**config.mk**
```make
export PLATFORM = sky130hd
export DESIGN_NAME = stream_mux4
export DESIGN_NICKNAME = d
export VERILOG_FILES = /design/src/rtl/stream_mux4.sv
export SDC_FILE = /design/constraint.sdc
export NUM_CORES = 1
export LEC_CHECK = 0
export CAP_MARGIN = 10
export CORE_UTILIZATION = 28
export CTS_BUF_LIST = sky130_fd_sc_hd__clkbuf_4 sky130_fd_sc_hd__clkbuf_8
export DETAILED_ROUTE_END_ITERATION = 8
export PLACE_DENSITY = 0.59
export SKIP_CTS_REPAIR_TIMING = 1
export SLEW_MARGIN = 20
export SYNTH_ARGS = -nofsm -noshare
export SYNTH_HDL_FRONTEND = slang
export SYNTH_SLANG_ARGS = --single-unit
```
**constraint.sdc**
```tcl
create_clock -name clk -period 2.8 [get_ports clk]
set_input_delay 0.42 -clock clk [delete_from_list [all_inputs] [get_ports clk]]
set_output_delay 0.42 -clock clk [all_outputs]
set_load 0.02 [all_outputs]
```
**src/rtl/stream_mux4.sv**
```systemverilog
// stream_mux4: merges four valid/ready producer channels onto a single
// registered output stream. Each output word is tagged with its source
// channel index so a downstream demultiplexer can route it back out.
//
// Arbitration is round-robin (lock=0) or pinned to channel `select` (lock=1).
// The output is a one-entry register that reloads in the same cycle it is
// drained, which gives one word per cycle while out_ready stays high.
//
// Ports:
//   clk, reset              rising-edge clock, synchronous active-high reset
//   in_data0..in_data3      per-channel data
//   in_valid[3:0]           per-channel word available
//   in_ready[3:0]           per-channel word accepted this cycle (one-hot or 0)
//   lock, select            pin arbitration to channel `select` when lock=1
//   out_data, out_sel       registered word and its source channel
//   out_valid, out_ready    output handshake
//   xfer_count              completed output handshakes, wraps at 2^CNT_W
module stream_mux4 #(
  parameter int WIDTH = 4,
  parameter int CNT_W = 8
) (
  input  logic             clk,
  input  logic             reset,
  input  logic [WIDTH-1:0] in_data0,
  input  logic [WIDTH-1:0] in_data1,
  input  logic [WIDTH-1:0] in_data2,
  input  logic [WIDTH-1:0] in_data3,
  input  logic [3:0]       in_valid,
  output logic [3:0]       in_ready,
  input  logic             lock,
  input  logic [1:0]       select,
  output logic [WIDTH-1:0] out_data,
  output logic [1:0]       out_sel,
  output logic             out_valid,
  input  logic             out_ready,
  output logic [CNT_W-1:0] xfer_count
);

  logic [1:0]       ptr;
  logic             load;
  logic             grant_any;
  logic [1:0]       grant_idx;
  logic [1:0]       cand;
  logic [3:0]       grant;
  logic [WIDTH-1:0] grant_data;
  logic             out_xfer;

  // The output register can accept a new word when it is empty or being
  // drained this very cycle.
  assign load     = !out_valid || out_ready;
  assign out_xfer = out_valid && out_ready;

  always_comb begin
    grant_any = 1'b0;
    grant_idx = 2'd0;
    cand      = 2'd0;
    grant     = 4'b0000;
    if (load && !reset) begin
      if (lock) begin
        if (in_valid[select]) begin
          grant_any = 1'b1;
          grant_idx = select;
        end
      end else begin
        // Scan ptr, ptr+1, ... with natural 2-bit wrap; first valid wins.
        for (int k = 0; k < 4; k++) begin
          cand = ptr + 2'(k);
          if (!grant_any && in_valid[cand]) begin
            grant_any = 1'b1;
            grant_idx = cand;
          end
        end
      end
    end
    if (grant_any) begin
      grant[grant_idx] = 1'b1;
    end
  end

  assign in_ready = grant;

  always_comb begin
    grant_data = in_data0;
    case (grant_idx)
      2'd0:    grant_data = in_data0;
      2'd1:    grant_data = in_data1;
      2'd2:    grant_data = in_data2;
      default: grant_data = in_data3;
    endcase
  end

  always_ff @(posedge clk) begin
    if (reset) begin
      out_valid  <= 1'b0;
      out_data   <= '0;
      out_sel    <= 2'd0;
      xfer_count <= '0;
      ptr        <= 2'd0;
    end else begin
      if (out_xfer) begin
        xfer_count <= xfer_count + CNT_W'(1);
      end
      if (grant_any) begin
        out_data  <= grant_data;
        out_sel   <= grant_idx;
        out_valid <= 1'b1;
        // A pinned transfer must not disturb the round-robin position.
        if (!lock) begin
          ptr <= grant_idx + 2'd1;
        end
      end else if (out_xfer) begin
        out_valid <= 1'b0;
      end
    end
  end

endmodule

```
# --- Yosys cells after proc, flatten, opt, wreduce, memory -nomap -nowiden ---
# Cells that the tools add are included.
word_totals:
  word_cells: 71
  input_bits: 26
  ram_bits: 0
  mem_bits_ro: 0
  memories: 0
  register_bits: 17
  out_inout_bits: 19
  latchBits: 0
op_classes:
  reduce_logical: 15
  eq_ne: 2
  n_lt_le_gt_ge: 7
  n_bitwise: 1
  n_mul: 0
  div: 0
  add_sub_neg: 5
  shifts: 0
  mux: 36
ops:
  columns: ["op", "n"]
  rows:
  - ["$mux W1", 21]
  - ["$lt A2 B3 Y1 const B", 6]
  - ["$mux W2", 7]
  - ["$pmux W4 S3", 1]
  - ["$bmux W1 S2", 5]
  - ["$add A8 B1 Y8 const B", 1]
  - ["$logic_and A1 B1 Y1", 6]
  - ["$logic_not A1 Y1", 5]
  - ["$add A2 B1 Y2 const B", 2]
  - ["$add A2 B2 Y2 const B", 2]
  - ["$mux W4", 1]
  - ["$demux W1 S2", 1]
  - ["$eq A2 B1 Y1 const B", 1]
  - ["$eq A2 B2 Y1 const B", 1]
  - ["$ge A2 B1 Y1 const B", 1]
  - ["$logic_not A2 Y1", 1]
  - ["$reduce_and A2 Y1", 1]
  - ["$reduce_bool A2 Y1", 1]
  - ["$logic_or A1 B1 Y1", 1]
  - ["$not A1 Y1", 1]

# --- Longest topological paths before layout ---
# Gate-level depths: netlist of run 1.
logic_depth:
  ltp_word: 25
  mapped_depth: 10
  mapped_depth_nobuf: 9

# --- Least setup slack after synthesis of run 1 ---
# Ideal clock, no wire load.
synth_path:
  path_kind: "flip-flop to flip-flop"
  from: "register out_valid"
  to: "register out_data[0]"
  required_ns: 2.679
  path_slack_ns: 0.651
  arrival_time_ns: 2.028
  setup_time_ns: 0.121
  path_stages_with_launch: 10
  path_buffers: 0
  synth_period_minus_slack_ns: 2.149
  path_cell_list: "dfxtp_1 > nor2b_1 > or2_1 > a2111o_1 > and2_1 > ha_1 > a222oi_1 > nor2_1 > a21oi_1 > mux2i_1"
synth_between:
  elab_chain_cells: 6
synth_lines:
  columns: ["item", "line", "text"]
  rows:
  - ["start, declared", "34", "output logic out_valid,"]
  - ["start signal, assigned", "94", "out_valid <= 1'b0;"]
  - ["start signal, assigned", "106", "out_valid <= 1'b1;"]
  - ["start signal, assigned", "112", "out_valid <= 1'b0;"]
  - ["$logic_not A1 Y1 *", "50", "assign load = !out_valid || out_ready;"]
  - ["$logic_or A1 B1 Y1 *", "50", null]
  - ["$logic_and A1 B1 Y1 *", "58", "if (load && !reset) begin"]
  - ["$mux W2", "58", null]
  - ["$eq A2 B2 Y1, or another cell as far along", "84", "case (grant_idx)"]
  - ["$pmux W4 S3", "84", null]
  - ["end signal, assigned", "104", "out_data <= grant_data;"]
  - ["end, declared", "32", "output logic [WIDTH-1:0] out_data,"]
# Mark *: on every way between the ends. The rest lies on a longest branch, timed or not.
# A chain may end at the register's enable or synchronous reset.

# --- Final worst setup path of run 1 ---
layout_path:
  from: "input out_ready"
  to: "output in_ready[0]"
layout_between:
  elab_chain_cells: 8
layout_lines:
  columns: ["item", "line", "text"]
  rows:
  - ["start, declared", "35", "input logic out_ready,"]
  - ["$logic_or A1 B1 Y1 *", "50", null]
  - ["$logic_and A1 B1 Y1 *", "58", null]
  - ["$mux W2", "58", null]
  - ["$lt A2 B3 Y1 (not written as such) or $ge A2 B1 Y1 (tied branches)", "76", "grant[grant_idx] = 1'b1;"]
  - ["$logic_and A1 B1 Y1 (not written as such)", "76", null]
  - ["$mux W1 (not written as such)", "76", null]
  - ["$demux W1 S2", "76", null]
  - ["$mux W4 *", "75", "if (grant_any) begin"]
  - ["end, declared", "29", "output logic [3:0] in_ready,"]
# Marked as above.

==> impl_metrics.json, run 1 <==
{
  "run_status": "finished clean",
  "synth_common_cells": "18 x nor2_1, 17 x dfxtp_1, 8 x mux2i_1",
  "synth-edff-count": 0,
  "r2r_slack_ps": 410,
  "syn_nets": 157,
  "grt_max_degree": 21,
  "die_x_um": 64.6,
  "ys.warnings.count": 0,
  "required_ps": 2380,
  "fin_hold_ws_ps": 472,
  "ys_types": 40,
  "grt_pass1_vias": 1170,
  "clock_path_buffers": 2,
  "antenna_found_initial": 0,
  "vias_per_cell": 4.87,
  "cts-root-buf": "clkbuf_8",
  "ys_top_cells_by_area": "dfxtp_1 31%, mux2i_1 7.3%, ha_1 6.8%",
  "yosysMostFrequentCell": "nor2_1",
  "die_area_mm2": 0.00417,
  "drt_wl_total_um": 3200,
  "gp_congestion": 0.742,
  "max_cap_violations": 0,
  "min_from": "out_data[3]",
  "synth_flop_cell": "dfxtp_1",
  "dpl.hpwl_um": 2550,
  "r2r_end": "out_data[1]",
  "path_max_fanout": 3,
  "arrival_ps": 2260,
  "cts_tree": "built",
  "finish.instance_area_mm2": 0.00183,
  "peakVddDrop_uv": 239,
  "finalSetupViolCount": 0,
  "grt_setup_unrepaired": "false",
  "pin_count": 45,
  "slew_headroom_pct": 73.0,
  "numPlacedInstances": 234,
  "cts.htree.levels": 1,
  "dr_total_vias": 1164,
  "num_rows": 22,
  "gr-usage-all-layers_pct": 16.1,
  "first_pass_iters": 4,
  "cts_sinks": 17,
  "ys_ff_latch": 17,
  "setup.worst_path.start_class": "input pin",
  "hold_depth": 2,
  "syn_area_per_cell_um2": 8.77,
  "diodes": 0,
  "hold_viol": 0,
  "drc": 0,
  "first_iter_violations": 28,
  "synth_area_mm2": 0.00110,
  "tns_ps": 0,
  "placed_cell_area_mm2": 0.00174,
  "power_uw": 664,
  "core_mm2": 0.00372,
  "fmax_mhz": 374,
  "port_buffers": 44,
  "yosysSeqAreaShare_pct": 31.1,
  "synthCells": 125,
  "antenna_left": 0,
  "cellPowerDensity_mw_per_mm2": 363,
  "fin_nets": 224,
  "r2r-start": "ptr[1]",
  "slew_violations": 0,
  "grt-ovfl-total": 0,
  "die_h_um": 64.6,
  "skew_ps": 6.01,
  "synth_top_area_share_pct": 31.1,
  "post-route-min-period_ps": 2680,
  "instances_no_fill": 239,
  "clk_pin_slew_worst_paths_ps": 60,
  "cts_buffers": 3,
  "path_class": "input pin to output pin",
  "synth_top_area_cell": "dfxtp_1",
  "leakagePower_uw": 0.000846,
  "wl_per_cell_um": 13.4,
  "clock_latency_ps": 250,
  "start_util_pct": 29.5,
  "min_to": "out_data[3]",
  "hold_class": "flop to flop",
  "timing.final.crit_share_pct": 95.6,
  "grt_pass1_wl_um": 5260,
  "syn_to_final_growth_pct": 67.0,
  "worst_pin_slew_ps": 401,
  "r2r_cells": 10,
  "synthArstFlopShare_pct": 0,
  "drive_gt1_share_pct": 18.8,
  "endpoint_kind": "output pin"
}
## worst max path at each step
stage | start | to | slack (ps)
floorplan | out_valid | out_data[0] | 650
global placement | in_valid[0] | in_ready[1] | -260
detailed placement | in_valid[0] | in_ready[1] | -330
CTS | in_valid[0] | in_ready[1] | -330
global route | out_ready | out_data[1] | 8
finish | out_ready | in_ready[0] | 120
## cells by family after synthesis
group                    after synthesis  synth area share, %
buffers and inverters                 11                 4.57
XOR/XNOR                               7                 5.59
adder cells (fa/ha/maj)                6                 6.85
multiplexers                           9                 8.33
AO/OA/AOI/OAI                         26                 18.6
AND/OR/NAND/NOR                       49                 25.0
flip-flops                            17                 31.1
## where the power goes
part	switching, µW	total [µW]	internal [µW]	leakage [µW]
logic	95.5	215	119	0.000682
registers	9.65	266	256	0.000139
clock network	84.8	183	98.7	0.0000255
## layer usage
layer	wire [µm]	global-route usage [%]	vias up
met1	1390	18.7	548
met2	1630	29.7	32
li1	-	-	582
met5	0	0	-
met4	8	3.33	0
met3	171	3.87	2
## cells in the final DEF (no fill, tap or decap), types with 2 or more instances in the layout
cell	instances
a21oi_1	5
a222oi_1	4
and2_1	6
and3_1	2
buf_4	24
clkbuf_8	3
clkdlybuf4s50_1	36
dfxtp_1	17
dlymetal6s2s_1	8
ha_1	6
inv_1	5
mux2i_1	8
nand2_1	5
nand2b_1	6
nand4_1	5
nor2_1	17
nor2b_1	2
o21ai_1	2
xor2_1	6
## final cells by class
| type | count | area, µm² |
|---|---|---|
| clock buffer | 3 | 41.3 |
| clock inverter | 1 | 5.00 |
| fill | 356 | 1890 |
| inverter | 5 | 18.8 |
| multi-input combinational | 97 | 724 |
| sequential | 17 | 340 |
| tap | 48 | 60.1 |
| timing repair buffer | 68 | 641 |
## flip-flops by register name, indices dropped and copies added (netlist names)
signal      flops
xfer_count      8
out_valid       1
out_data        4
ptr             2
out_sel         2
## worst max-delay path, stage by stage
cell and delay (ps):
clkdlybuf4s50_1 480, nor2b_1 60, or2_1 230, a2111o_1 330, and2_1 190, ha_1 200, and2_1 140, dlymetal6s2s_1 200
## metrics by stage
| step | utilization [%] | setup WS, ps |
|---|---|---|
| 2_1_floorplan | - | 651 |
| 3_3_place_gp | 46.8 | -257 |
| 3_5_place_dp | 46.8 | -325 |
| 4_1_cts | 48.0 | -333 |
| 5_1_grt | 49.3 | 7.53 |
| 6_report | 49.3 | 123 |
(Power assumes the default switching activity.)
==> inputs of run 2 (changes only) <==
SLEW_MARGIN = 25   (was 20)
==> results of run 2 <==
Final layout, timing and power as in run 1 (identical DEF).
